===== config.mk =====
export PLATFORM = sky130hd
export DESIGN_NAME = pwm_dac_mc
export DESIGN_NICKNAME = d
export VERILOG_FILES = /design/src/rtl/pwm_dac_pkg.sv /design/src/rtl/pwm_dac_chan.sv /design/src/rtl/pwm_dac_mc.sv
export SDC_FILE = /design/constraint.sdc
export NUM_CORES = 1
export LEC_CHECK = 0
export CAP_MARGIN = 10
export CORE_MARGIN = 2
export CORE_UTILIZATION = 55
export DETAILED_ROUTE_END_ITERATION = 8
export DONT_BUFFER_PORTS = 1
export GPL_ROUTABILITY_DRIVEN = 0
export HOLD_SLACK_MARGIN = 0.02
export PLACE_DENSITY = 0.73
export SYNTH_ARGS = -nofsm -noshare
export SYNTH_HDL_FRONTEND = slang
export SYNTH_SLANG_ARGS = --single-unit

===== constraint.sdc =====
create_clock -name clk -period 2.3 [get_ports clk]
set_clock_uncertainty 0.15 [all_clocks]
set_input_delay 0.345 -clock clk [delete_from_list [all_inputs] [get_ports clk]]
set_output_delay 0.345 -clock clk [all_outputs]
set_load 0.1 [all_outputs]

===== src/rtl/pwm_dac_pkg.sv =====
// Shared definitions for the multi-channel PWM / sigma-delta DAC.
package pwm_dac_pkg;

  localparam int   DEF_WIDTH = 8;
  localparam int   FRAME_LEN = 1 << DEF_WIDTH;
  localparam logic MODE_PWM  = 1'b0;
  localparam logic MODE_SD   = 1'b1;

  // Signed two's-complement to offset binary: flip the sign bit of a w-bit value.
  function automatic logic [31:0] to_offset_bin(input logic [31:0] s, input int w);
    return s ^ (32'd1 << (w - 1));
  endfunction

endpackage


===== src/rtl/pwm_dac_chan.sv =====
// One DAC channel: active duty register plus PWM comparator / first-order sigma-delta modulator.
module pwm_dac_chan
  import pwm_dac_pkg::*;
#(
  parameter int WIDTH = 8
) (
  input  logic             clk,
  input  logic             rst_n,
  input  logic [WIDTH-1:0] cnt,
  input  logic             mode_q,
  input  logic             load,
  input  logic             clr,
  input  logic [WIDTH-1:0] duty,
  output logic             pwm
);

  logic [WIDTH-1:0] duty_q, duty_d;
  logic [WIDTH-1:0] acc_q, acc_d;
  logic             pwm_q, pwm_d;
  logic [WIDTH:0]   sum;

  always_comb begin
    sum    = {1'b0, acc_q} + {1'b0, duty_q};
    duty_d = load ? duty : duty_q;
    acc_d  = acc_q;
    pwm_d  = 1'b0;
    if (mode_q == MODE_SD) begin
      acc_d = sum[WIDTH-1:0];
      pwm_d = sum[WIDTH];
    end else begin
      pwm_d = (cnt < duty_q);
    end
    // A mode change restarts the modulator from a known phase.
    if (clr) acc_d = '0;
  end

  always_ff @(posedge clk) begin
    if (!rst_n) begin
      duty_q <= {1'b1, {(WIDTH-1){1'b0}}};
      acc_q  <= '0;
      pwm_q  <= 1'b0;
    end else begin
      duty_q <= duty_d;
      acc_q  <= acc_d;
      pwm_q  <= pwm_d;
    end
  end

  assign pwm = pwm_q;

endmodule


===== src/rtl/pwm_dac_mc.sv =====
// Multi-channel PWM DAC top: frame counter, double-buffered sample handshake, mode latch.
module pwm_dac_mc
  import pwm_dac_pkg::*;
#(
  parameter int WIDTH    = 8,
  parameter int CHANNELS = 2
) (
  input  logic                      clk,
  input  logic                      rst_n,
  input  logic [CHANNELS*WIDTH-1:0] s_data,
  input  logic                      s_valid,
  output logic                      s_ready,
  input  logic                      mode,
  output logic [CHANNELS-1:0]       pwm,
  output logic                      frame_start,
  output logic                      underrun
);

  logic [WIDTH-1:0]          cnt_q, cnt_d;
  logic [CHANNELS*WIDTH-1:0] shadow_q, shadow_d;
  logic                      full_q, full_d;
  logic                      mode_q, mode_d;
  logic                      fs_q, fs_d;
  logic                      ur_q, ur_d;
  logic                      boundary, xfer, load, clr;

  assign boundary = (cnt_q == {WIDTH{1'b1}});
  assign s_ready  = !full_q || boundary;
  assign xfer     = s_valid && s_ready;
  assign load     = boundary && full_q;
  assign clr      = boundary && (mode != mode_q);

  always_comb begin
    cnt_d    = cnt_q + 1'b1;
    shadow_d = xfer ? s_data : shadow_q;
    // A boundary transfer refills the shadow in the same edge it drains.
    full_d   = xfer ? 1'b1 : (load ? 1'b0 : full_q);
    mode_d   = boundary ? mode : mode_q;
    fs_d     = boundary;
    ur_d     = boundary && !full_q;
  end

  always_ff @(posedge clk) begin
    if (!rst_n) begin
      cnt_q    <= '0;
      shadow_q <= '0;
      full_q   <= 1'b0;
      mode_q   <= MODE_PWM;
      fs_q     <= 1'b0;
      ur_q     <= 1'b0;
    end else begin
      cnt_q    <= cnt_d;
      shadow_q <= shadow_d;
      full_q   <= full_d;
      mode_q   <= mode_d;
      fs_q     <= fs_d;
      ur_q     <= ur_d;
    end
  end

  assign frame_start = fs_q;
  assign underrun    = ur_q;

  for (genvar k = 0; k < CHANNELS; k++) begin : g_chan
    logic [WIDTH-1:0] duty;
    assign duty = WIDTH'(to_offset_bin(32'(shadow_q[k*WIDTH +: WIDTH]), WIDTH));

    pwm_dac_chan #(.WIDTH(WIDTH)) u_chan (
      .clk    (clk),
      .rst_n  (rst_n),
      .cnt    (cnt_q),
      .mode_q (mode_q),
      .load   (load),
      .clr    (clr),
      .duty   (duty),
      .pwm    (pwm[k])
    );
  end

endmodule

==> results of run 1 <==
flip-flops by register name (all words and copies together), names as in the netlist:
| name | flops |
|---|---|
| cnt_q | 8 |
| frame_start | 1 |
| full_q | 1 |
| g_chan.u_chan.acc_q | 16 |
| g_chan.u_chan.duty_q | 16 |
| g_chan.u_chan.pwm | 2 |
| mode_q | 1 |
| shadow_q | 16 |
| underrun | 1 |
cell usage after synthesis, types with 2 or more instances:
cell / instances / area share (%)
fa_1: 2 / 1.2
a21oi_1: 10 / 1.5
o211ai_1: 6 / 1.3
and3_1: 3 / 0.56
a21o_1: 5 / 1.1
nand2_1: 47 / 5.2
nand3b_1: 2 / 0.45
buf_2: 6 / 0.89
nand4_1: 2 / 0.37
inv_1: 20 / 2.2
a21boi_1: 8 / 1.8
nand2_2: 2 / 0.37
o21bai_1: 2 / 0.45
nor2b_1: 8 / 1.5
xnor2_1: 8 / 2.1
dfxtp_1: 62 / 37
a211oi_1: 9 / 2.0
buf_4: 4 / 0.89
a21boi_0: 25 / 5.6
a31oi_1: 4 / 0.74
ha_1: 31 / 12
and2_1: 5 / 0.93
nor3_1: 2 / 0.30
o21a_1: 3 / 0.67
o21ai_0: 9 / 1.3
xor2_1: 4 / 1.0
nand2b_1: 2 / 0.37
nand3_1: 34 / 5.1
nand4b_1: 2 / 0.52
clkbuf_1: 10 / 1.1
nor2_1: 24 / 2.7
nor3b_1: 2 / 0.45
mux2i_1: 7 / 2.1
o31ai_1: 2 / 0.45
o21ai_1: 2 / 0.30
power by group:
group / total, W / switching [W] / leakage (nW) / internal [W]
sequential: 0.00112 / 0.0000202 / 0.504 / 0.00110
clock: 0.000926 / 0.000434 / 0.0911 / 0.000492
combinational: 0.000163 / 0.0000919 / 0.898 / 0.0000712
cell type report:
type	count	area share, %
tap	75	2.440
clock inverter	6	1.659
multi-input combinational	285	50.91
sequential	62	32.34
inverter	20	1.952
clock buffer	9	3.221
timing repair buffer	30	7.482
worst max-delay path by stage:
stage,start,endpoint,depth (start not counted)
after global placement,g_chan[0].u_chan.duty_q[0]$_SDFFE_PN0P_,g_chan[0].u_chan.acc_q[6]$_SDFFE_PP0P_,8
after CTS,cnt_q[1]$_SDFF_PN0_,s_ready,4
final,cnt_q[1]$_SDFF_PN0_,s_ready,4
after global routing,g_chan[0].u_chan.duty_q[0]$_SDFFE_PN0P_,g_chan[0].u_chan.pwm$_SDFF_PN0_,8
after floorplan,cnt_q[1]$_SDFF_PN0_,s_ready,4
after detailed placement,g_chan[0].u_chan.duty_q[0]$_SDFFE_PN0P_,g_chan[0].u_chan.acc_q[6]$_SDFFE_PP0P_,8
timing repair:
action,in CTS,in global routing
hold endpoints to repair,38,2
hold buffers,18,2
endpoints found under the setup margin,0,1
gates resized for setup,0,3
kinds of logic (layout without fill, tap and decap cells):
group,after synthesis,after routing
xor+xnor,12,12
flops,62,62
simple gates,142,142
fa+ha+maj,33,33
buf+inv,40,65
mux,7,7
compound gates,91,91
per-layer routing:
metal,routed length (um),global-route usage (%)
met3,294,5.000
met5,0,0
met2,3475,38.71
met4,117,7.667
met1,3328,29.51
per-stage QoR:
step | worst slack [ns] | std cells | utilization [%] | instance area, sq um | power, W
global placement | 0.3439 | 452 | 58.33 | 3453 | 0.001260
detailed placement | 0.2509 | 452 | 58.33 | 3453 | 0.001264
floorplan | 0.3729 | 387 | - | 3369 | 0.001250
global route | 0.04435 | 487 | 64.96 | 3846 | 0.002297
finish | 0.1437 | 487 | 64.96 | 3846 | 0.002207
CTS | 0.007881 | 485 | 64.54 | 3821 | 0.002214
==> summary.txt, run 1 <==
Hold EP: shadow_q[2]$_SDFFE_PN0P_
Final period utilization: 93.75%
Syn nets: 440
Port bufs: 0
Crit-path slowest cell: dfxtp_2
Worst min-delay path class: primary input to register
H-tree depth: 3
Max FO, Critical Path: 18
RSZ-0062 raised after global routing: false
Register area share after synthesis: 36.84%
Worst Hold Path Cells: 2
FMAX: 0.4638 GHz
Minimum clock period: 2.156 ns
Via count: 2734
Top Family by Delay on Critical Path: flip-flops
Core area: 0.005921 sq mm
Vias in the first global route: 2594
Max-slew violations: 0
Crit-path cells: ha_2, nand4_2, o21ai_4, buf_12
Top_reg_cell synth: dfxtp_1
# DRC: 0
Worst r2r src: g_chan[0].u_chan.duty_q[0]$_SDFFE_PN0P_
Number of synthesized register bits: 62
Setup-failing EPs final: 0
Critical path class: register to output pin
Reg area: 0.001244 sq mm
Initial antenna violation count: 0
CTS tree: built
Buf+Inv Stages, Crit Path: 1
Die outline height: 82.27 um
DRT antenna net count: 0
WP data required: 1.80 ns
Area growth syn-to-layout: 14.15%
Simple-gate share of the synthesized area: 20.83%
Leak pwr: 1.493 nW
Row cnt: 28
Root Driver: clkbuf_8
Share of cells above drive strength 1: 8.738%
Count of cell types in the netlist: 48
Clock-pin transition on the worst setup and hold timing paths: 0.07 ns
Syn Area/Cell: 8.707 sq um
Setup crit end kind: output pin
Max Cap Violations: 0
Cells after Synth: 387
Post-synth EDFFs: 0
Multi-input logic area: 0.001958 sq mm
Dpl hpwl: 4856 um
RR Endpoint: g_chan[0].u_chan.acc_q[6]$_SDFFE_PP0P_
Via/cell ratio: 5.614
Die area: 0.006768 sq mm
Hold Fails Final Rpt: 0
Setup Buffers After CTS: 0
Clock Sink Count: 62
GRT Util Overall: 23.14%
Final nets: 461
DR WL/cell: 14.82 um
Mux cell area share after synthesis: 2.079%
Setup TNS: 0 ns
Compound-gate portion of the synthesized area: 19.31%
Commonest non-fill, non-tap cell in the layout: dfxtp_1
First-pass GRT wire length: 11930 um
Main combinational cell family by area after synthesis: simple AND/OR/NAND/NOR gates
Starting Density: 56.91%
Pre-antenna DRT Iters: 4
Max-slew headroom: 25.51%
Ports: 25
Post-synthesis xor/xnor area fraction: 3.119%
Routed Wire Length: 7216 um
R2R Setup Slk: 0.24 ns
Most frequent cells in the layout: 60 x dfxtp_1, 47 x nand2_1, 34 x nand3_1, 30 x ha_1, 25 x a21boi_0
Num CTS Buffers: 9
Largest net degree at the start of global routing: 38
Maximum VDD drop: 0.5596 mV
Detailed Route Iter0 Violations: 107
Worst-Margin Slew: 1.114 ns
Post-Synth Adder-Cell Area: 12.70%
Fillers: 486
Clk_lat worst skew: 0.33 ns
Startpoint types: register
YS warnings: 0
Worst stage delay on the critical path: 0.40 ns
GRT overflow: 0
P per Cell Area: 573.9 mW/mm^2
Hold Path Origin: s_data[2]
WP data arrival: 1.66 ns
WHS: 0.03674 ns
Cell Area, Synth: 0.003369 sq mm
Die Width: 82.27 um
R2R depth: 8
Async set-or-reset flop fraction in the synthesized netlist: 0%
Diode count: 0
Outcome: finished clean
Clock Tree Buf Depth: 2
Power figures use the tool's default switching activity.
==> run 2, diff against run 1 <==
Settings changed: CORE_ASPECT_RATIO from default to 0.8, SLEW_MARGIN from default to 0.
==> summary.txt, run 2 (synthesis gave the netlist of run 1 again) <==
Ports: 25 (unchanged)
Most frequent cells in the layout: 60 x dfxtp_1, 47 x nand2_1, 34 x nand3_1, 30 x ha_1, 25 x a21boi_0
Clock Sink Count: 62 (unchanged)
Die area: 0.006772 sq mm (about the same)
Routed Wire Length: 7461 um (+3.4%)
Via count: 2752 (+0.66%)
Final period utilization: 94.16% (+0.40 points)
# DRC: 0 (unchanged)
Starting Density: 56.99% (+0.084 points)
Diode count: 0 (unchanged)
Clock-pin transition on the worst setup and hold timing paths: 0.07 ns (about the same)
FMAX: 0.4618 GHz (-0.43%)
Gr busiest metal: met2
Max Cap Violations: 0 (unchanged)
Top flop regs: g_chan.u_chan.acc_q: 16 flops, g_chan.u_chan.duty_q: 16 flops, shadow_q: 16 flops
Minimum clock period: 2.166 ns (+0.009249 ns)
Maximum VDD drop: 0.4406 mV (-21%)
Largest net degree at the start of global routing: 43 (+13%)
Row cnt: 25 (-11%)
Initial antenna violation count: 0 (unchanged)
Vias in the first global route: 2734 (+5.4%)
Commonest non-fill, non-tap cell in the layout: dfxtp_1
Num CTS Buffers: 9 (unchanged)
Final Util: 65.59% (+0.63 points)
Crit-path cells: ha_2, nand4_2, o21ai_4, buf_12
Fillers: 508 (+4.5%)
H-tree depth: 3 (unchanged)
Setup crit end kind: output pin
GRT Util Overall: 23.98% (+0.84 points)
Die Width: 91.51 um (+11%)
Via/cell ratio: 5.582 (-0.57%)
WHS: 0.04364 ns (+0.006893 ns)
Max-slew headroom: 65.45% (+40 points)
Reg area: 0.001244 sq mm (unchanged)
Detailed Route Iter0 Violations: 160 (+50%)
Hold Fails Final Rpt: 0 (unchanged)
CTS tree: built
GR Util met3: 5.876% (+0.88 points)
Leak pwr: 1.498 nW (+0.34%)
Met1 usage: 30.32% (+0.81 points)
Worst stage delay on the critical path: 0.39 ns (about the same)
Dpl hpwl: 5052 um (+4.0%)
P per Cell Area: 586.8 mW/mm^2 (+2.3%)
Share of cells above drive strength 1: 9.466% (+0.73 points)
First-pass GRT wire length: 12770 um (+7.0%)
Outcome: finished clean
DR WL/cell: 15.13 um (+2.1%)
RSZ-0062 raised after global routing: false
Setup-failing EPs final: 0 (unchanged)
WP data arrival: 1.67 ns (about the same)
WP data required: 1.80 ns (about the same)
Port bufs: 0 (unchanged)
Met2 global-route usage: 41.26% (+2.5 points)
Top Family by Delay on Critical Path: flip-flops
Pre-antenna DRT Iters: 4 (unchanged)
DRT antenna net count: 0 (unchanged)
Critical path class: register to output pin
Setup TNS: 0 ns (unchanged)
Worst min-delay path class: primary input to register
Crit-path slowest cell: dfxtp_2
Clock Tree Buf Depth: 2 (unchanged)
Setup Buffers After CTS: 0 (unchanged)
Buf+Inv Stages, Crit Path: 1 (unchanged)
Root Driver: clkbuf_8
Multi-input logic area: 0.001962 sq mm (+0.19%)
GRT overflow: 0 (unchanged)
Die outline height: 74.01 um (-10%)
Max-slew violations: 0 (unchanged)
Core area: 0.005912 sq mm (-0.15%)
Clk_lat worst skew: 0.35 ns (+0.02 ns)
Final nets: 460 (-0.22%)
Area growth syn-to-layout: 15.08%
Worst-Margin Slew: 0.5165 ns (-0.5972 ns)
Pwr Total: 0.002275 W (+3.1%)
Max FO, Critical Path: 18 (unchanged)
Startpoint types: register
run 2: cell types whose count changed in the layout (fill, tap and decap cells not counted), sizes merged:
| cell | before | now |
|---|---|---|
| clkinv | 3 | 1 |
| dlygate4sd3 | 20 | 18 |
| buf | 10 | 11 |
| clkbuf | 9 | 10 |
| clkinvlp | 2 | 3 |
| inv | 20 | 21 |
run 2: worst reg2reg max path, delay by kind of cell, from the launching register on:
kind            cells  cell delay, ns
fa+ha+maj           2            0.63
simple gates        3            0.52
flops               1            0.37
compound gates      2            0.31
buf+inv             1            0.07
run 2: stage by stage:
step / setup WS, ns / std cells / area [sq um]
final: 0.1344 / 493 / 3877
after global routing: 0.009172 / 493 / 3877
after CTS: 0.01799 / 493 / 3869
after detailed placement: 0.1202 / 458 / 3461
after global placement: 0.3432 / 458 / 3461
after floorplan: 0.3729 / 387 / 3369
run 2: routing by layer:
metal | share of wire [%] | vias to the layer above
met4 | 1.2 | 0
met1 | 47 | 1286
met3 | 5.4 | 10
met5 | 0 | -
met2 | 47 | 63
li1 | - | 1393
run 2: where the power goes:
group,internal (W),switching (W),total (W)
Sequential,0.00110,0.0000182,0.00112
Combinational,0.0000713,0.0000950,0.000166
Clock,0.000534,0.000459,0.000993
Total,0.00170,0.000572,0.00228
run 2: path summary, 6_finish.rpt:
check,start,to,slack [ns],cells after the start
max,cnt_q[0]$_SDFF_PN0_,s_ready,0.13,4
min,s_valid,shadow_q[4]$_SDFFE_PN0P_,0.04,2
max reg2reg,g_chan[0].u_chan.duty_q[0]$_SDFFE_PN0P_,g_chan[0].u_chan.acc_q[6]$_SDFFE_PP0P_,0.16,8
min reg2reg,shadow_q[9]$_SDFFE_PN0P_,shadow_q[9]$_SDFFE_PN0P_,0.31,2
run 2: repair_timing:
| action | in CTS | in global routing |
|---|---|---|
| gates resized for setup | 0 | 4 |
| hold endpoints to repair | 42 | 0 |
| endpoints found under the setup margin | 0 | 2 |
| hold buffers | 19 | 0 |
run 2: layout make-up:
cell class              instances  area share [%]
repair buffers                 29           7.422
multi-input cells             285           50.60
flip-flops and latches         62           32.07
clock buffers                  10           3.550
clock inverters                 6           1.807
inverters                      20           1.936
well taps                      81           2.614
==> run 3, diff against run 2 <==
Settings changed: SETUP_SLACK_MARGIN from default to 0.3.
==> summary.txt, run 3 (synthesis gave the netlist of run 1 again) <==
Outcome: finished clean
GRT overflow: 0 (unchanged)
Final period utilization: 84.94% (-9.2 points)
CTS tree: built
Max-slew violations: 0 (unchanged)
Sw Share: 25.13% (about the same)
Max FO, Critical Path: 3 (-15)
Die area: 0.006772 sq mm (unchanged)
Worst-Margin Slew: 0.5315 ns (+0.01501 ns)
Leak pwr: 1.546 nW (+3.2%)
Switching power: 0.0005803 W (+1.5%)
WHS: 0.04996 ns (+0.006325 ns)
Die outline height: 74.01 um (unchanged)
Clock-pin transition on the worst setup and hold timing paths: 0.08 ns (about the same)
Clock power share: 43.1% (-0.6 points)
Worst min-delay path class: primary input to register
Max-slew headroom: 64.45% (-1.0 points)
Crit-path cells: ha_2, inv_1, fa_1, nor2b_2, o31ai_2, a21oi_1, xnor2_1, a211oi_1
RSZ-0062 raised after global routing: true
Clock Tree Buf Depth: 2 (unchanged)
Internal power: 0.001729 W (+1.5%)
Dpl hpwl: 5052 um (unchanged)
Comb power frac: 8.6% (+1.3 points)
Critical path class: register to register
Most frequent cells in the layout: 52 x dfxtp_1, 47 x nand2_1, 34 x nand3_1, 25 x a21boi_0
Initial antenna violation count: 0 (unchanged)
Top flop regs: g_chan.u_chan.acc_q: 16 flops, g_chan.u_chan.duty_q: 16 flops, shadow_q: 16 flops
Port bufs: 0 (unchanged)
Minimum clock period: 1.954 ns (-0.2119 ns)
Fillers: 455 (-10%)
DRT antenna net count: 0 (unchanged)
Commonest non-fill, non-tap cell in the layout: dfxtp_1
Ports: 25 (unchanged)
Maximum VDD drop: 0.5104 mV (+16%)
DR WL/cell: 15.64 um (+3.3%)
WP data required: 2.41 ns (+0.61 ns)
Max Cap Violations: 0 (unchanged)
Num CTS Buffers: 9 (unchanged)
Root Driver: clkbuf_8
Via/cell ratio: 5.664 (+1.5%)
Diode count: 0 (unchanged)
GRT Util Overall: 24.55% (+0.57 points)
P per Cell Area: 563.6 mW/mm^2 (-4.0%)
First-pass GRT wire length: 13050 um (+2.2%)
Row cnt: 25 (unchanged)
Register share of total power: 48.3% (-0.7 points)
Largest net degree at the start of global routing: 43 (unchanged)
Detailed Route Iter0 Violations: 171 (+6.9%)
Core area: 0.005912 sq mm (unchanged)
Pre-antenna DRT Iters: 4 (unchanged)
FMAX: 0.5119 GHz (+11%)
Routed Wire Length: 7819 um (+4.8%)
Vias in the first global route: 2796 (+2.3%)
Die Width: 91.51 um (unchanged)
# DRC: 0 (unchanged)
Clock Sink Count: 62 (unchanged)
H-tree depth: 3 (unchanged)
Share of cells above drive strength 1: 16.23% (+6.8 points)
Hold Fails Final Rpt: 0 (unchanged)
Final nets: 467 (+1.5%)
Setup-failing EPs final: 0 (unchanged)
Setup TNS: 0 ns (unchanged)
Setup crit end kind: register
Starting Density: 56.99% (unchanged)
Crit-path slowest cell: fa_1
Startpoint types: register
Via count: 2832 (+2.9%)
WP data arrival: 2.06 ns (+0.39 ns)
Area growth syn-to-layout: 21.57%
Clk_lat worst skew: 0.34 ns (about the same)
Worst stage delay on the critical path: 0.41 ns (+0.02 ns)
==> run 3: changes by cell type in the layout (fill, tap and decap cells not counted), sizes merged <==
| cell | delta |
|---|---|
| buf | +5 |
| bufbuf | +2 |
==> run 3: critical path: cells and delay by family, from the launching register on <==
family | cells | cell delay (ns)
simple gates | 1 | 0.16
compound gates | 3 | 0.48
flops | 1 | 0.34
buf+inv | 1 | 0.05
xor+xnor | 1 | 0.08
fa+ha+maj | 2 | 0.60
==> run 3: power by group through the flow <==
stage	sequential, W	clock (W)	combinational, W
detailed placement	0.00114	0	0.000123
floorplan	0.00113	0	0.000116
global placement	0.00114	0	0.000121
finish	0.00111	0.000995	0.000199
global route	0.00112	0.00106	0.000217
CTS	0.00111	0.00101	0.000191
==> run 3: path summary, 6_finish.rpt <==
path / startpoint / to / slack (ns) / cells after the start
max: g_chan[1].u_chan.duty_q[0]$_SDFFE_PN0P_ / g_chan[1].u_chan.acc_q[6]$_SDFFE_PP0P_ / 0.35 / 8
min: s_valid / shadow_q[4]$_SDFFE_PN0P_ / 0.05 / 2
max reg2reg: g_chan[1].u_chan.duty_q[0]$_SDFFE_PN0P_ / g_chan[1].u_chan.acc_q[6]$_SDFFE_PP0P_ / 0.35 / 8
min reg2reg: shadow_q[7]$_SDFFE_PN0P_ / shadow_q[7]$_SDFFE_PN0P_ / 0.31 / 2
==> run 3: through the flow <==
step	area (sq um)	total power (W)	cells	utilization [%]	setup WS (ns)
2_1_floorplan	3369	0.001250	387	-	0.3729
3_3_place_gp	3461	0.001260	458	58.54	0.3432
4_1_cts	4011	0.002319	498	67.85	0.2865
5_1_grt	4096	0.002399	500	69.29	0.2094
6_report	4096	0.002309	500	69.29	0.3463
3_5_place_dp	3461	0.001262	458	58.54	0.1202
==> run 3: repair_timing <==
item,CTS,global route
cloned,2,0
hold buffers,19,0
endpoints found under the setup margin,5,16
pin swaps,3,3
resized for setup,15,15
hold endpoints to repair,42,0
setup buffers,3,2
==> run 3: layout make-up <==
type                    instances  area [sq um]  area share (%)
inverters                      20         75.07           1.833
clock inverters                 6         70.07           1.710
multi-input cells             285          2063           50.37
flip-flops and latches         62          1259           30.73
clock buffers                  10         137.6           3.360
well taps                      81         101.3           2.474
repair buffers                 36         390.4           9.530
==> run 3: per-layer routing <==
metal | routed length [um] | global-route usage, %
met1 | 3580 | 30.88
met2 | 3769 | 42.48
met3 | 383 | 5.876
met4 | 85 | 7.744
met5 | 0 | 0
